**src/rtl/eda_region_scan_ctrl_if.sv**
```systemverilog
// Bus between the region-scan sequencer and the pixel-compare / output-RAM side.
// rd_req is a one-cycle request; the comparator answers later with a one-cycle cmp_valid.
interface eda_region_scan_ctrl_if #(
  parameter int M       = 4,
  parameter int N       = 4,
  parameter int I_WIDTH = 2,
  parameter int J_WIDTH = 2
);
  // Handshake: each rd_req pulse is answered by exactly one cmp_valid pulse, which may
  // arrive any number of cycles later; the sequencer holds center/nbr stable until then
  // and ignores cmp_valid whenever it has no request outstanding.
  logic                     start;
  logic                     busy;
  logic                     done;
  logic [I_WIDTH-1:0]       center_i;
  logic [J_WIDTH-1:0]       center_j;
  logic [I_WIDTH-1:0]       nbr_i;
  logic [J_WIDTH-1:0]       nbr_j;
  logic                     rd_req;
  logic                     cmp_valid;
  logic                     clear;
  logic                     new_pixel;
  logic                     update_strb;
  logic                     iterated_all;
  logic [M-1:0][N-1:0]      strb_value;

  modport master (
    input  start, cmp_valid,
    output busy, done, center_i, center_j, nbr_i, nbr_j, rd_req,
           clear, new_pixel, update_strb, iterated_all, strb_value
  );

  modport slave (
    output start, cmp_valid,
    input  busy, done, center_i, center_j, nbr_i, nbr_j, rd_req,
           clear, new_pixel, update_strb, iterated_all, strb_value
  );
endinterface

```
**src/rtl/eda_region_scan_ctrl.sv**
```systemverilog
// Raster sequencer for the regional-maximum output RAM: visits every centre pixel and
// every in-bounds window neighbour, issuing one compare request per neighbour.
`ifndef CFG_M
`define CFG_M 4
`endif
`ifndef CFG_N
`define CFG_N 4
`endif
`ifndef CFG_WINDOW_WIDTH
`define CFG_WINDOW_WIDTH 3
`endif
`ifndef CFG_I_WIDTH
`define CFG_I_WIDTH 2
`endif
`ifndef CFG_J_WIDTH
`define CFG_J_WIDTH 2
`endif

module eda_region_scan_ctrl #(
  parameter int M            = `CFG_M,
  parameter int N            = `CFG_N,
  parameter int WINDOW_WIDTH = `CFG_WINDOW_WIDTH,
  parameter int I_WIDTH      = `CFG_I_WIDTH,
  parameter int J_WIDTH      = `CFG_J_WIDTH
) (
  input  logic                  clk,
  input  logic                  reset,
  eda_region_scan_ctrl_if.master bus,
  output logic [2:0]            state_dbg
);
  localparam int R  = WINDOW_WIDTH / 2;
  localparam int IW = I_WIDTH + 1;
  localparam int JW = J_WIDTH + 1;

  localparam logic signed [IW-1:0] R_I    = IW'(R);
  localparam logic signed [JW-1:0] R_J    = JW'(R);
  localparam logic signed [IW-1:0] MAX_I  = IW'(M - 1);
  localparam logic signed [JW-1:0] MAX_J  = JW'(N - 1);
  localparam logic signed [IW-1:0] ONE_I  = IW'(1);
  localparam logic signed [JW-1:0] ONE_J  = JW'(1);
  localparam logic [I_WIDTH-1:0]   LAST_CI = I_WIDTH'(M - 1);
  localparam logic [J_WIDTH-1:0]   LAST_CJ = J_WIDTH'(N - 1);

  typedef enum logic [2:0] {
    S_IDLE, S_CLEAR, S_SCAN, S_REQ, S_WAIT, S_NEXTC, S_FIN
  } state_t;

  state_t state, state_nxt;

  logic [I_WIDTH-1:0]     ci, ni;
  logic [J_WIDTH-1:0]     cj, nj;
  logic signed [IW-1:0]   di, ci_s, ti, rem_i, dmi, last_di, di_adv;
  logic signed [JW-1:0]   dj, cj_s, tj, rem_j, dmj, last_dj, dj_adv;
  logic                   iter_all;
  logic                   off_valid, off_final, is_last, last_ctr, np;

  // Overflow of ci+di past the top of the signed range wraps negative, which the
  // sign test rejects just as the true (too large) coordinate would be.
  always_comb begin
    ci_s      = $signed({1'b0, ci});
    cj_s      = $signed({1'b0, cj});
    ti        = ci_s + di;
    tj        = cj_s + dj;
    off_valid = !ti[IW-1] && (ti <= MAX_I) && !tj[JW-1] && (tj <= MAX_J)
                && !((di == '0) && (dj == '0));
    off_final = (di == R_I) && (dj == R_J);
    last_ctr  = (ci == LAST_CI) && (cj == LAST_CJ);

    rem_i = MAX_I - ci_s;
    rem_j = MAX_J - cj_s;
    dmi   = (rem_i < R_I) ? rem_i : R_I;
    dmj   = (rem_j < R_J) ? rem_j : R_J;
    // The window's far corner is the centre itself on the bottom-right pixel; then the
    // last neighbour is the one just before it in raster order.
    if ((dmi != '0) || (dmj != '0)) begin
      last_di = dmi;
      last_dj = dmj;
    end else if (cj != '0) begin
      last_di = '0;
      last_dj = '1;
    end else begin
      last_di = '1;
      last_dj = '0;
    end
    is_last = (di == last_di) && (dj == last_dj);

    if (dj == R_J) begin
      di_adv = di + ONE_I;
      dj_adv = -R_J;
    end else begin
      di_adv = di;
      dj_adv = dj + ONE_J;
    end
  end

  always_ff @(posedge clk or posedge reset) begin
    if (reset) state <= S_IDLE;
    else       state <= state_nxt;
  end

  always_comb begin
    state_nxt = state;
    case (state)
      S_IDLE:  if (bus.start) state_nxt = S_CLEAR;
      S_CLEAR: state_nxt = S_SCAN;
      S_SCAN: begin
        if (off_valid)      state_nxt = S_REQ;
        else if (off_final) state_nxt = S_NEXTC;
      end
      S_REQ:   state_nxt = S_WAIT;
      S_WAIT:  if (bus.cmp_valid) state_nxt = is_last ? S_NEXTC : S_SCAN;
      S_NEXTC: state_nxt = last_ctr ? S_FIN : S_SCAN;
      S_FIN:   state_nxt = S_IDLE;
      default: state_nxt = S_IDLE;
    endcase
  end

  always_comb begin
    np              = (state == S_WAIT) && bus.cmp_valid;
    bus.busy        = (state != S_IDLE);
    bus.done        = (state == S_FIN);
    bus.clear       = (state == S_CLEAR);
    bus.rd_req      = (state == S_REQ);
    bus.new_pixel   = np;
    bus.update_strb = np && is_last;
    bus.strb_value  = '0;
    for (int i = 0; i < M; i++) begin
      for (int j = 0; j < N; j++) begin
        bus.strb_value[i][j] = (state != S_IDLE) && (ci == I_WIDTH'(i)) && (cj == J_WIDTH'(j));
      end
    end
  end

  always_ff @(posedge clk or posedge reset) begin
    if (reset) begin
      ci       <= '0;
      cj       <= '0;
      ni       <= '0;
      nj       <= '0;
      di       <= '0;
      dj       <= '0;
      iter_all <= 1'b1;
    end else begin
      case (state)
        S_CLEAR: begin
          ci       <= '0;
          cj       <= '0;
          di       <= -R_I;
          dj       <= -R_J;
          iter_all <= 1'b0;
        end
        S_SCAN: begin
          if (off_valid) begin
            ni <= ti[I_WIDTH-1:0];
            nj <= tj[J_WIDTH-1:0];
          end else if (!off_final) begin
            di <= di_adv;
            dj <= dj_adv;
          end
        end
        S_WAIT: begin
          if (bus.cmp_valid && !is_last) begin
            di <= di_adv;
            dj <= dj_adv;
          end
        end
        S_NEXTC: begin
          if (last_ctr) begin
            iter_all <= 1'b1;
          end else begin
            di <= -R_I;
            dj <= -R_J;
            if (cj == LAST_CJ) begin
              cj <= '0;
              ci <= ci + 1'b1;
            end else begin
              cj <= cj + 1'b1;
            end
          end
        end
        default: ;
      endcase
    end
  end

  assign bus.center_i     = ci;
  assign bus.center_j     = cj;
  assign bus.nbr_i        = ni;
  assign bus.nbr_j        = nj;
  assign bus.iterated_all = iter_all;
  assign state_dbg        = state;
endmodule

```
**src/flat_wrapper.sv**
```systemverilog
// flat-port wrapper written by rule: the top's interface ports become plain ports
module eda_region_scan_ctrl_flat 
#(
  parameter int M            = `CFG_M,
  parameter int N            = `CFG_N,
  parameter int WINDOW_WIDTH = `CFG_WINDOW_WIDTH,
  parameter int I_WIDTH      = `CFG_I_WIDTH,
  parameter int J_WIDTH      = `CFG_J_WIDTH
)
  (clk, reset, state_dbg, bus_start, bus_cmp_valid, bus_busy, bus_done, bus_center_i, bus_center_j, bus_nbr_i, bus_nbr_j, bus_rd_req, bus_clear, bus_new_pixel, bus_update_strb, bus_iterated_all, bus_strb_value);
  eda_region_scan_ctrl_if #(.M(M), .N(N), .I_WIDTH(I_WIDTH), .J_WIDTH(J_WIDTH)) bus_i ();
  input  logic clk;
  input  logic reset;
  output logic [2:0] state_dbg;
  input wire logic [$bits(bus_i.start)-1:0] bus_start;
  input wire logic [$bits(bus_i.cmp_valid)-1:0] bus_cmp_valid;
  output wire logic [$bits(bus_i.busy)-1:0] bus_busy;
  output wire logic [$bits(bus_i.done)-1:0] bus_done;
  output wire logic [$bits(bus_i.center_i)-1:0] bus_center_i;
  output wire logic [$bits(bus_i.center_j)-1:0] bus_center_j;
  output wire logic [$bits(bus_i.nbr_i)-1:0] bus_nbr_i;
  output wire logic [$bits(bus_i.nbr_j)-1:0] bus_nbr_j;
  output wire logic [$bits(bus_i.rd_req)-1:0] bus_rd_req;
  output wire logic [$bits(bus_i.clear)-1:0] bus_clear;
  output wire logic [$bits(bus_i.new_pixel)-1:0] bus_new_pixel;
  output wire logic [$bits(bus_i.update_strb)-1:0] bus_update_strb;
  output wire logic [$bits(bus_i.iterated_all)-1:0] bus_iterated_all;
  output wire logic [$bits(bus_i.strb_value)-1:0] bus_strb_value;
  assign bus_i.start = bus_start;
  assign bus_i.cmp_valid = bus_cmp_valid;
  assign bus_busy = bus_i.busy;
  assign bus_done = bus_i.done;
  assign bus_center_i = bus_i.center_i;
  assign bus_center_j = bus_i.center_j;
  assign bus_nbr_i = bus_i.nbr_i;
  assign bus_nbr_j = bus_i.nbr_j;
  assign bus_rd_req = bus_i.rd_req;
  assign bus_clear = bus_i.clear;
  assign bus_new_pixel = bus_i.new_pixel;
  assign bus_update_strb = bus_i.update_strb;
  assign bus_iterated_all = bus_i.iterated_all;
  assign bus_strb_value = bus_i.strb_value;
  eda_region_scan_ctrl #(.M(M), .N(N), .WINDOW_WIDTH(WINDOW_WIDTH), .I_WIDTH(I_WIDTH), .J_WIDTH(J_WIDTH)) u_core (.clk(clk), .reset(reset), .bus(bus_i), .state_dbg(state_dbg));
endmodule
```
**config.mk**
```make
export PLATFORM = sky130hd
export DESIGN_NAME = eda_region_scan_ctrl_flat
export DESIGN_NICKNAME = d
export VERILOG_FILES = /design/src/rtl/eda_region_scan_ctrl_if.sv /design/src/rtl/eda_region_scan_ctrl.sv /design/src/flat_wrapper.sv
export SDC_FILE = /design/constraint.sdc
export NUM_CORES = 1
export LEC_CHECK = 0
export CORE_ASPECT_RATIO = 1.5
export CORE_MARGIN = 5
export CORE_UTILIZATION = 45
export DETAILED_ROUTE_END_ITERATION = 16
export DONT_BUFFER_PORTS = 1
export PLACE_DENSITY = 0.62
export SYNTH_ARGS = -nofsm -noshare
export SYNTH_HDL_FRONTEND = slang
export SYNTH_SLANG_ARGS = --single-unit
```
**constraint.sdc**
```tcl
create_clock -name clk -period 3.6 [get_ports clk]
set_clock_uncertainty 0.1 [all_clocks]
set_input_delay 0.36 -clock clk [delete_from_list [all_inputs] [get_ports clk]]
set_output_delay 0.36 -clock clk [all_outputs]
set_load 0.01 [all_outputs]
```
==> impl.org, run 1 <==
** Worst setup path
- Arrival time of data at the critical path endpoint :: 2.33 ns
- The critical path is of the reg -> out type.
- Grouping stages by cell kind, the critical path spends the most delay in simple AND/OR/NAND/NOR gates.
- Worst path max stage delay :: 0.53 ns
- Critical Path RT :: 3.14 ns
- Together, buffers and inverters on the worst path number 0.
- Cells traversed along the worst timing path :: ha_1 > nor2_1 > and3_1 > a221oi_2 > nand3_1 > nor3_1
- Critical Path Sink Type :: output pin
- Max FO, Critical Path :: 12
- For this design, the slowest cell found on the critical path is sky130_fd_sc_hd__dfrtp_1.
- The worst setup path is launched from a flip-flop.

** Drt
- Post-detailed-route count of antenna-violating nets :: 0
- Wirelength, routed :: 3700 um
- Drt first pass iters :: 4
- Via total after detailed routing :: 1270
- Average wire length per cell after detail routing :: 17.4 um
- Drc violations :: 0
- Number of DRC markers in iteration 0 :: 39
- Dividing the detail-routed via count by the number of cells gives 5.99.

** Yosys
- Yosys top cell by area :: sky130_fd_sc_hd__dfrtp_1
- In this run, synthesis produced a sequential element count of 18.
- Each instance of the synthesized netlist takes up on average 9.07 um2.
- After synthesis, the share of flip-flops with an asynchronous set or reset is 100%.
- Top cells by area in the synthesized netlist :: sky130_fd_sc_hd__dfrtp_1, sky130_fd_sc_hd__ha_1, sky130_fd_sc_hd__and3_1
- Proportion of synthesized chip area in sequential cells :: 28.6%
- Number of warnings issued by yosys :: 0
- EDFF count, synth :: 0
- Post-Synthesis Net Count :: 198
- Counting every instance in the synthesized netlist gives 174.
- Prevailing post-synth register cell :: sky130_fd_sc_hd__dfrtp_1
- Of the post-synthesis cell area, the dominant cell type holds 26.9%.
- The synthesized netlist contains 46 unique library cells.
- After synthesis the cells add up to 1580 um2.

** Cells and area
- Syn-to-layout area delta :: 4.20%
- Summing all flip-flop and latch instances after layout gives 452 um2.
- Total inserted antenna cells :: 0
- NumNets Final :: 195
- Filler Cells Inserted :: 348
- Cells with a size suffix above 1 make up 10.6% of the layout.
- Summing all multi-input logic gate instances after layout gives 1020 um2.

** Floorplanning
- DIE AREA :: 4820 um2
- Width of the chip :: 58.4 um
- The total area inside the core boundary comes to 3420 um2.
- Num rows :: 26
- The die is 82.6 um tall.
- Once the floorplan was initialized, standard cells occupied 46.2% of the core.
- Boundary Pins :: 38

** STA
- Setup repair after global routing left no endpoint under its margin.
- At the pin with the least slew margin, the transition time is 0.716 ns.
- Fmax achieved :: 359 MHz
- In the final timing run, aggregate negative setup slack is 0 ns.
- Headroom to the max-slew limit came out at 52.2%.
- Setup violations remaining at the end of the flow were counted as 0.
- Final hold viol count :: 0
- In the finished design, the share of the clock period the worst path needs comes to 77.4%.
- Time the final worst path needs with I/O delays and setup :: 2.79 ns
- The number of pins with negative max-slew slack in the final report was 0.

** Power
- Pwr dens :: 660 nW/um2
- In this run the power spent charging and discharging nets is 0.501 mW.
- Register share of total power :: 33.0%
- Internal Power :: 0.586 mW
- The clock network burns 15.9% of the power.
- Of the total power, the share spent switching nets is 46.1%.
- Maximum resistive drop on vdd :: 509 uV
- Portion of total power attributed to combinational logic :: 51.1%
- Leakage power of the design :: 0.762 nW
- Overall power consumption after layout is estimated at 1.09 mW.

** Clock network
- CTS placed an instance of sky130_fd_sc_hd__clkbuf_8 at the clock tree root.
- Longest Clk Path Bufs :: 2
- Hold buffers post-CTS :: 0
- Number of buffers inserted to repair setup after CTS :: 0
- Clock Latency Late Sink :: 0.26 ns
- The number of gates resized after CTS was 0.
- TritonCTS built the clock tree.
- CTS built an H-tree with a depth of 1.
- CTS buffer count :: 3
- The clock drives 18 sinks.
- After clock tree synthesis, the clock-pin slew on the worst setup and hold paths is 0.08 ns.

** Placement
- Number of port buffers :: 0
- Final estimated routing congestion in global placement :: 0.893
- Final HPWL from detailed placement :: 3000 um

** Worst hold path
- Type of the tightest min-delay check :: in -> async

** GRT
- Pin count of the biggest net entering global routing :: 19
- The number of global-route vias before repair is 1303.
- The first global-routing pass estimated 6110 um of wire.
- After global routing the overflow that remains totals 0.
- Global routing used 16.4% of the available tracks.
- Number of antenna violations at the first check in global routing :: 0

** Outcome
- Outcome :: finished clean

** Flow run
- Max-cap violations in this run came to 0.
## cells by family (layout without fill, tap and decap cells)
kind of cell             Yosys count  count (layout)  synth area share, %
AND/OR/NAND/NOR                   64              64                 22.2
AO/OA/AOI/OAI                     38              38                 20.0
adder cells (fa/ha/maj)           20              20                 16.8
multiplexers                       7               7                 4.68
buffers and inverters             25              21                 6.66
XOR/XNOR                           2               2                 1.11
flip-flops                        18              18                 28.6
## cells in the mapped netlist (2+ instances only)
| master | instances |
|---|---|
| sky130_fd_sc_hd__buf_2 | 6 |
| sky130_fd_sc_hd__nand3_1 | 2 |
| sky130_fd_sc_hd__nand2_1 | 13 |
| sky130_fd_sc_hd__xnor2_1 | 2 |
| sky130_fd_sc_hd__nand2b_1 | 3 |
| sky130_fd_sc_hd__nor2_2 | 2 |
| sky130_fd_sc_hd__nor3b_1 | 3 |
| sky130_fd_sc_hd__mux2i_1 | 4 |
| sky130_fd_sc_hd__a22o_1 | 2 |
| sky130_fd_sc_hd__nor3_1 | 4 |
| sky130_fd_sc_hd__a211oi_1 | 2 |
| sky130_fd_sc_hd__o21ai_1 | 2 |
| sky130_fd_sc_hd__nor2b_1 | 4 |
| sky130_fd_sc_hd__o31ai_1 | 3 |
| sky130_fd_sc_hd__o311a_1 | 2 |
| sky130_fd_sc_hd__nor2_1 | 11 |
| sky130_fd_sc_hd__ha_1 | 18 |
| sky130_fd_sc_hd__o21ai_0 | 3 |
| sky130_fd_sc_hd__a2bb2oi_1 | 4 |
| sky130_fd_sc_hd__a21oi_1 | 7 |
| sky130_fd_sc_hd__fa_1 | 2 |
| sky130_fd_sc_hd__and3_1 | 17 |
| sky130_fd_sc_hd__dfrtp_1 | 17 |
| sky130_fd_sc_hd__mux2_2 | 3 |
| sky130_fd_sc_hd__inv_1 | 17 |
## state kept, by name (all words and copies together), names as in the netlist
| name | flops |
|---|---|
| u_core.bus.center_i | 2 |
| u_core.bus.iterated_all | 1 |
| u_core.di | 3 |
| u_core.bus.center_j | 2 |
| u_core.dj | 3 |
| u_core.state_dbg | 3 |
| u_core.bus.nbr_i | 2 |
| u_core.bus.nbr_j | 2 |
## routing by layer
metal	routed length, um	track usage [%]	part of all wire (%)	vias up
li1	-	-	-	604
met3	145	1.56	3.9	9
met1	1380	17.1	37	622
met5	0	0	0	-
met4	89	6.73	2.4	0
met2	2080	32.6	56	35
## metrics by stage
step | hold WS, ns | instances | cell area, um2 | util [%] | worst slack, ns
2_1_floorplan | 0.198 | 174 | 1580 | - | 1.21
3_3_place_gp | 0.298 | 208 | 1590 | 46.6 | 1.03
3_5_place_dp | 0.313 | 208 | 1590 | 46.6 | 0.970
4_1_cts | 0.0311 | 212 | 1650 | 48.2 | 0.813
5_1_grt | 0.0679 | 212 | 1650 | 48.2 | 0.633
6_report | 0.0000137 | 212 | 1650 | 48.2 | 0.815
## cell usage in the layout, fill, tap and decap left out, types with 2 or more instances in the layout
cell type / count
sky130_fd_sc_hd__ha_1: 18
sky130_fd_sc_hd__inv_1: 17
sky130_fd_sc_hd__and3_1: 17
sky130_fd_sc_hd__dfrtp_1: 17
sky130_fd_sc_hd__nand2_1: 13
sky130_fd_sc_hd__nor2_1: 11
sky130_fd_sc_hd__a21oi_1: 7
sky130_fd_sc_hd__nor2b_1: 4
sky130_fd_sc_hd__a2bb2oi_1: 4
sky130_fd_sc_hd__nor3_1: 4
sky130_fd_sc_hd__mux2i_1: 4
sky130_fd_sc_hd__clkbuf_8: 4
sky130_fd_sc_hd__o31ai_1: 3
sky130_fd_sc_hd__nor3b_1: 3
sky130_fd_sc_hd__o21ai_0: 3
sky130_fd_sc_hd__nand2b_1: 3
sky130_fd_sc_hd__mux2_2: 3
sky130_fd_sc_hd__o311a_1: 2
sky130_fd_sc_hd__nor2_2: 2
sky130_fd_sc_hd__xnor2_1: 2
sky130_fd_sc_hd__a211oi_1: 2
sky130_fd_sc_hd__o21ai_1: 2
sky130_fd_sc_hd__nand3_1: 2
sky130_fd_sc_hd__a22o_1: 2
sky130_fd_sc_hd__fa_1: 2
## layout make-up
cell class,count,share of cell area (%)
Inverter,17,3.88
Sequential cell,18,27.5
Tap cell,42,3.19
Clock buffer,4,3.35
Multi-Input combinational cell,131,62.1
## power by group through the flow
stage          combinational (mW)  clock, mW  sequential (mW)
2_1_floorplan               0.493          0            0.317
3_3_place_gp                0.551          0            0.362
3_5_place_dp                0.560          0            0.364
4_1_cts                     0.562      0.176            0.360
5_1_grt                     0.622      0.186            0.371
6_report                    0.555      0.172            0.359
## worst paths after layout
| kind | from | to | slack (ns) | cells after the start |
|---|---|---|---|---|
| max | u_core.bus.center_i[1]$_DFFE_PP0P_ | bus_update_strb | 0.81 | 6 |
| min | reset | u_core.bus.nbr_i[1]$_DFFE_PP0P_ | 0.00001 | 1 |
| max reg2reg | u_core.bus.center_j[0]$_DFFE_PP0P_ | u_core.bus.nbr_j[0]$_DFFE_PP0P_ | 0.98 | 7 |
| min reg2reg | u_core.bus.nbr_i[0]$_DFFE_PP0P_ | u_core.bus.nbr_i[0]$_DFFE_PP0P_ | 0.48 | 1 |
| max in group asynchronous | reset | u_core.bus.center_j[0]$_DFFE_PP0P_ | 2.95 | 1 |
| min in group clk | u_core.bus.nbr_i[0]$_DFFE_PP0P_ | u_core.bus.nbr_i[0]$_DFFE_PP0P_ | 0.48 | 1 |
No activity file was read; power rests on OpenSTA's default activity.
==> run 2: changes to the inputs <==
--- a/config.mk
+++ b/config.mk
@@ -10,7 +10,7 @@
 export CORE_UTILIZATION = 45
 export DETAILED_ROUTE_END_ITERATION = 16
 export DONT_BUFFER_PORTS = 1
-export PLACE_DENSITY = 0.62
+export PLACE_DENSITY = 0.64
 export SYNTH_ARGS = -nofsm -noshare
 export SYNTH_HDL_FRONTEND = slang
 export SYNTH_SLANG_ARGS = --single-unit
==> constraint.sdc (replaced) <==
create_clock -name clk -period 2.3 [get_ports clk]
set_clock_uncertainty 0.1 [all_clocks]
set_input_delay 0.23 -clock clk [delete_from_list [all_inputs] [get_ports clk]]
set_output_delay 0.23 -clock clk [all_outputs]
set_load 0.01 [all_outputs]
==> run 2 against run 1 <==
  * Non-clock buffer count grew 22
  * Routed wire length grew 8.4%
  * Highest routed layer unchanged
  * Sequential cell count is the same
  * Core utilization grew 5.6 points
  * Clock-buffer cell count is the same
==> impl.org, run 2 (synthesis gave the netlist of run 1 again) <==
** GRT
- The first-pass GRT wire length came to 6390 um (+4.5%).
- The number of global-route vias before repair is 1341 (+2.9%).
- Number of antenna violations at the first check in global routing :: 0 (unchanged)
- The global-route usage over all layers was 17.6% (+1.2 points).
- Pin count of the biggest net entering global routing :: 19 (unchanged)
- The total congestion overflow came to 0 (unchanged).

** Clock network
- The largest buffer count on any clock path is 2 (unchanged).
- Clock transition at the registers of the reported paths :: 0.07 ns (about the same)
- The TritonCTS sink count was 18 (unchanged).
- Clock Latency Late Sink :: 0.26 ns (about the same)
- TritonCTS built the clock tree.
- The clock buffer count from CTS came to 3 (unchanged).
- The H-tree depth was 1 (unchanged).
- In this run the clock root is driven by a sky130_fd_sc_hd__clkbuf_8.

** STA
- Final Cycle Share :: 99.8%
- The number of pins with negative max-slew slack in the final report is 0 (unchanged).
- The final number of hold-violating endpoints is 0 (unchanged).
- Headroom to the max-slew limit :: 50.5% (-1.7 points)
- Transition time of the tightest slew-check pin :: 0.742 ns (+0.0255 ns)
- Time the final worst path needs with I/O delays and setup :: 2.29 ns
- PnR worst setup slack :: 0.00518 ns (-0.810 ns)
- Fmax achieved :: 436 MHz
- The total of endpoints with negative setup slack in the final report is 0 (unchanged).
- Setup repair after global routing could not meet its margin everywhere.

** Cells and area
- Final Non-Filler Cells :: 234 (+10%)
- Total inserted antenna cells :: 0 (unchanged)
- Final cell area excluding filler cells :: 1840 um2 (+12%)
- Core Util, Final :: 53.7% (+5.6 points)
- Filler Cells Inserted :: 329 (-5.5%)
- The proportion of layout cells with a drive suffix above 1 came to 25.0% (+14 points).
- Compared with the post-synthesis result, the final layout area differs by 16.2%.
- Leading cell type in the layout, fill and taps excluded :: sky130_fd_sc_hd__buf_4
- Commonest cells after routing, fill and taps aside :: sky130_fd_sc_hd__buf_4, sky130_fd_sc_hd__inv_1, sky130_fd_sc_hd__and3_1, sky130_fd_sc_hd__dfrtp_1, sky130_fd_sc_hd__ha_1
- The post-layout net count was 217 (+11%).

** Power
- The power density of the placed cells is 991 nW/um2 (+50%).
- PnR Total Power :: 1.82 mW (+67%)
- Leakage power of the design :: 0.860 nW (+13%)
- Maximum resistive drop on vdd :: 479 uV (-5.8%)

** Floorplanning
- The initial core utilization came to 46.2% (unchanged).
- The I/O pin total came to 38 (unchanged).
- The area enclosed by the die boundary came to 4820 um2 (unchanged).
- The number of placement rows came to 26 (unchanged).
- Die Y :: 82.6 um (unchanged)
- Core outline area :: 3420 um2 (unchanged)
- The horizontal die dimension came to 58.4 um (unchanged).

** Flow run
- The number of maximum-capacitance violations was 0 (unchanged).

** Worst setup path
- Worst setup path class :: reg -> out
- The data required time at the worst endpoint was 1.97 ns (-1.17 ns).
- STA classifies the critical path startpoint as a flip-flop.
- STA classifies the critical path endpoint as an output pin.
- Max FO, Critical Path :: 6 (-6)
- Arrival time of data at the critical path endpoint :: 1.96 ns (-0.37 ns)

** Outcome
- The flow ran to the end, and the final reports show no timing, DRC or antenna violations.

** Drt
- Detailed-route vias per instance :: 5.78 (-3.6%)
- The post-detailed-route DRC marker count is 0 (unchanged).
- The wire length reported by the detailed router is 4010 um (+8.4%).
- The number of antenna-violating nets in the routed design came to 0 (unchanged).
- The detail-routed net length per standard cell was 17.1 um (-1.8%).
- The number of vias in the routed layout is 1352 (+6.5%).
- Drt first pass iters :: 4 (unchanged)
- Number of DRC markers in iteration 0 :: 32 (-18%)

** Worst hold path
- Type of the tightest min-delay check :: in -> async

** Placement
- The number of port buffers came to 0 (unchanged).
- Pre-CTS WS :: 0.00525 ns (-0.964 ns)
- Cell Area, Placed :: 1750 um2 (+10%)
- Placed Instances :: 229 (+10%)
- The placed wire-length estimate after detailed placement was 3270 um (+9.0%).
- The routability-driven placement congestion ratio was 0.913 (+2.2%).
-- run 2: cell count changes in the layout (fill, tap and decap cells not counted), sizes merged --
cell         previous run  this run
buf                     0        21
dlygate4sd3             0         1
-- run 2: metal layers --
| layer | GRT usage, % | part of all wire (%) | routed length (um) | vias up |
|---|---|---|---|---|
| li1 | - | - | - | 644 |
| met1 | 18.1 | 39 | 1570 | 669 |
| met2 | 34.0 | 55 | 2210 | 32 |
| met3 | 2.33 | 3.3 | 133 | 7 |
| met4 | 8.58 | 2.5 | 102 | 0 |
| met5 | 0 | 0 | 0 | - |
-- run 2: worst paths after layout --
kind,startpoint,depth (start not counted),slack [ns],end
setup / recovery,u_core.bus.center_j[0]$_DFFE_PP0P_,8,0.005,bus_update_strb
hold / removal,reset,2,0.43,u_core.di[0]$_DFFE_PP0P_
setup reg to reg,u_core.bus.center_i[0]$_DFFE_PP0P_,7,0.03,u_core.dj[0]$_DFFE_PP0P_
hold reg to reg,u_core.bus.iterated_all$_DFFE_PP1P_,2,0.48,u_core.bus.iterated_all$_DFFE_PP1P_
max in group asynchronous,reset,2,1.15,u_core.bus.center_j[0]$_DFFE_PP0P_
min in group clk,bus_cmp_valid,3,0.43,u_core.state_dbg[2]$_DFFE_PP0P_
-- run 2: cell type report --
cell class / count / area [um2] / area share, %
multi-input combinational: 131 / 1050 / 57.4
clock buffer: 4 / 45.0 / 2.45
inverter: 17 / 63.8 / 3.48
sequential: 18 / 453 / 24.7
tap: 42 / 52.6 / 2.86
timing repair buffer: 22 / 168 / 9.13
-- run 2: per-stage QoR --
| stage | TNS, ns | hold WS [ns] |
|---|---|---|
| floorplan | -0.0382 | 0.0678 |
| global placement | 0 | 0.180 |
| detailed placement | 0 | 0.189 |
| CTS | -0.0125 | 0.430 |
| global route | -0.372 | 0.481 |
| finish | 0 | 0.432 |
-- run 2: power by group --
group          internal [mW]  switching [mW]  total, mW
logic                  0.472           0.627       1.10
registers              0.398          0.0865      0.484
clock network          0.123           0.113      0.236
-- run 2: what timing repair did --
item | 4_1_cts | 5_1_grt
hold endpoints to repair | 17 | 0
setup endpoints to repair | 4 | 10
setup buffers | 0 | 0
hold buffers | 1 | 0
resized for setup | 4 | 6
pin swaps | 1 | 2
-- run 2: worst max-delay path, stage by stage (launching register included) --
cell,delay (ns)
sky130_fd_sc_hd__dfrtp_2,0.42
sky130_fd_sc_hd__buf_4,0.17
sky130_fd_sc_hd__inv_1,0.08
sky130_fd_sc_hd__ha_1,0.28
sky130_fd_sc_hd__nand2b_1,0.14
sky130_fd_sc_hd__o311a_1,0.23
sky130_fd_sc_hd__nand3_2,0.13
sky130_fd_sc_hd__nor3_2,0.12
sky130_fd_sc_hd__buf_4,0.14
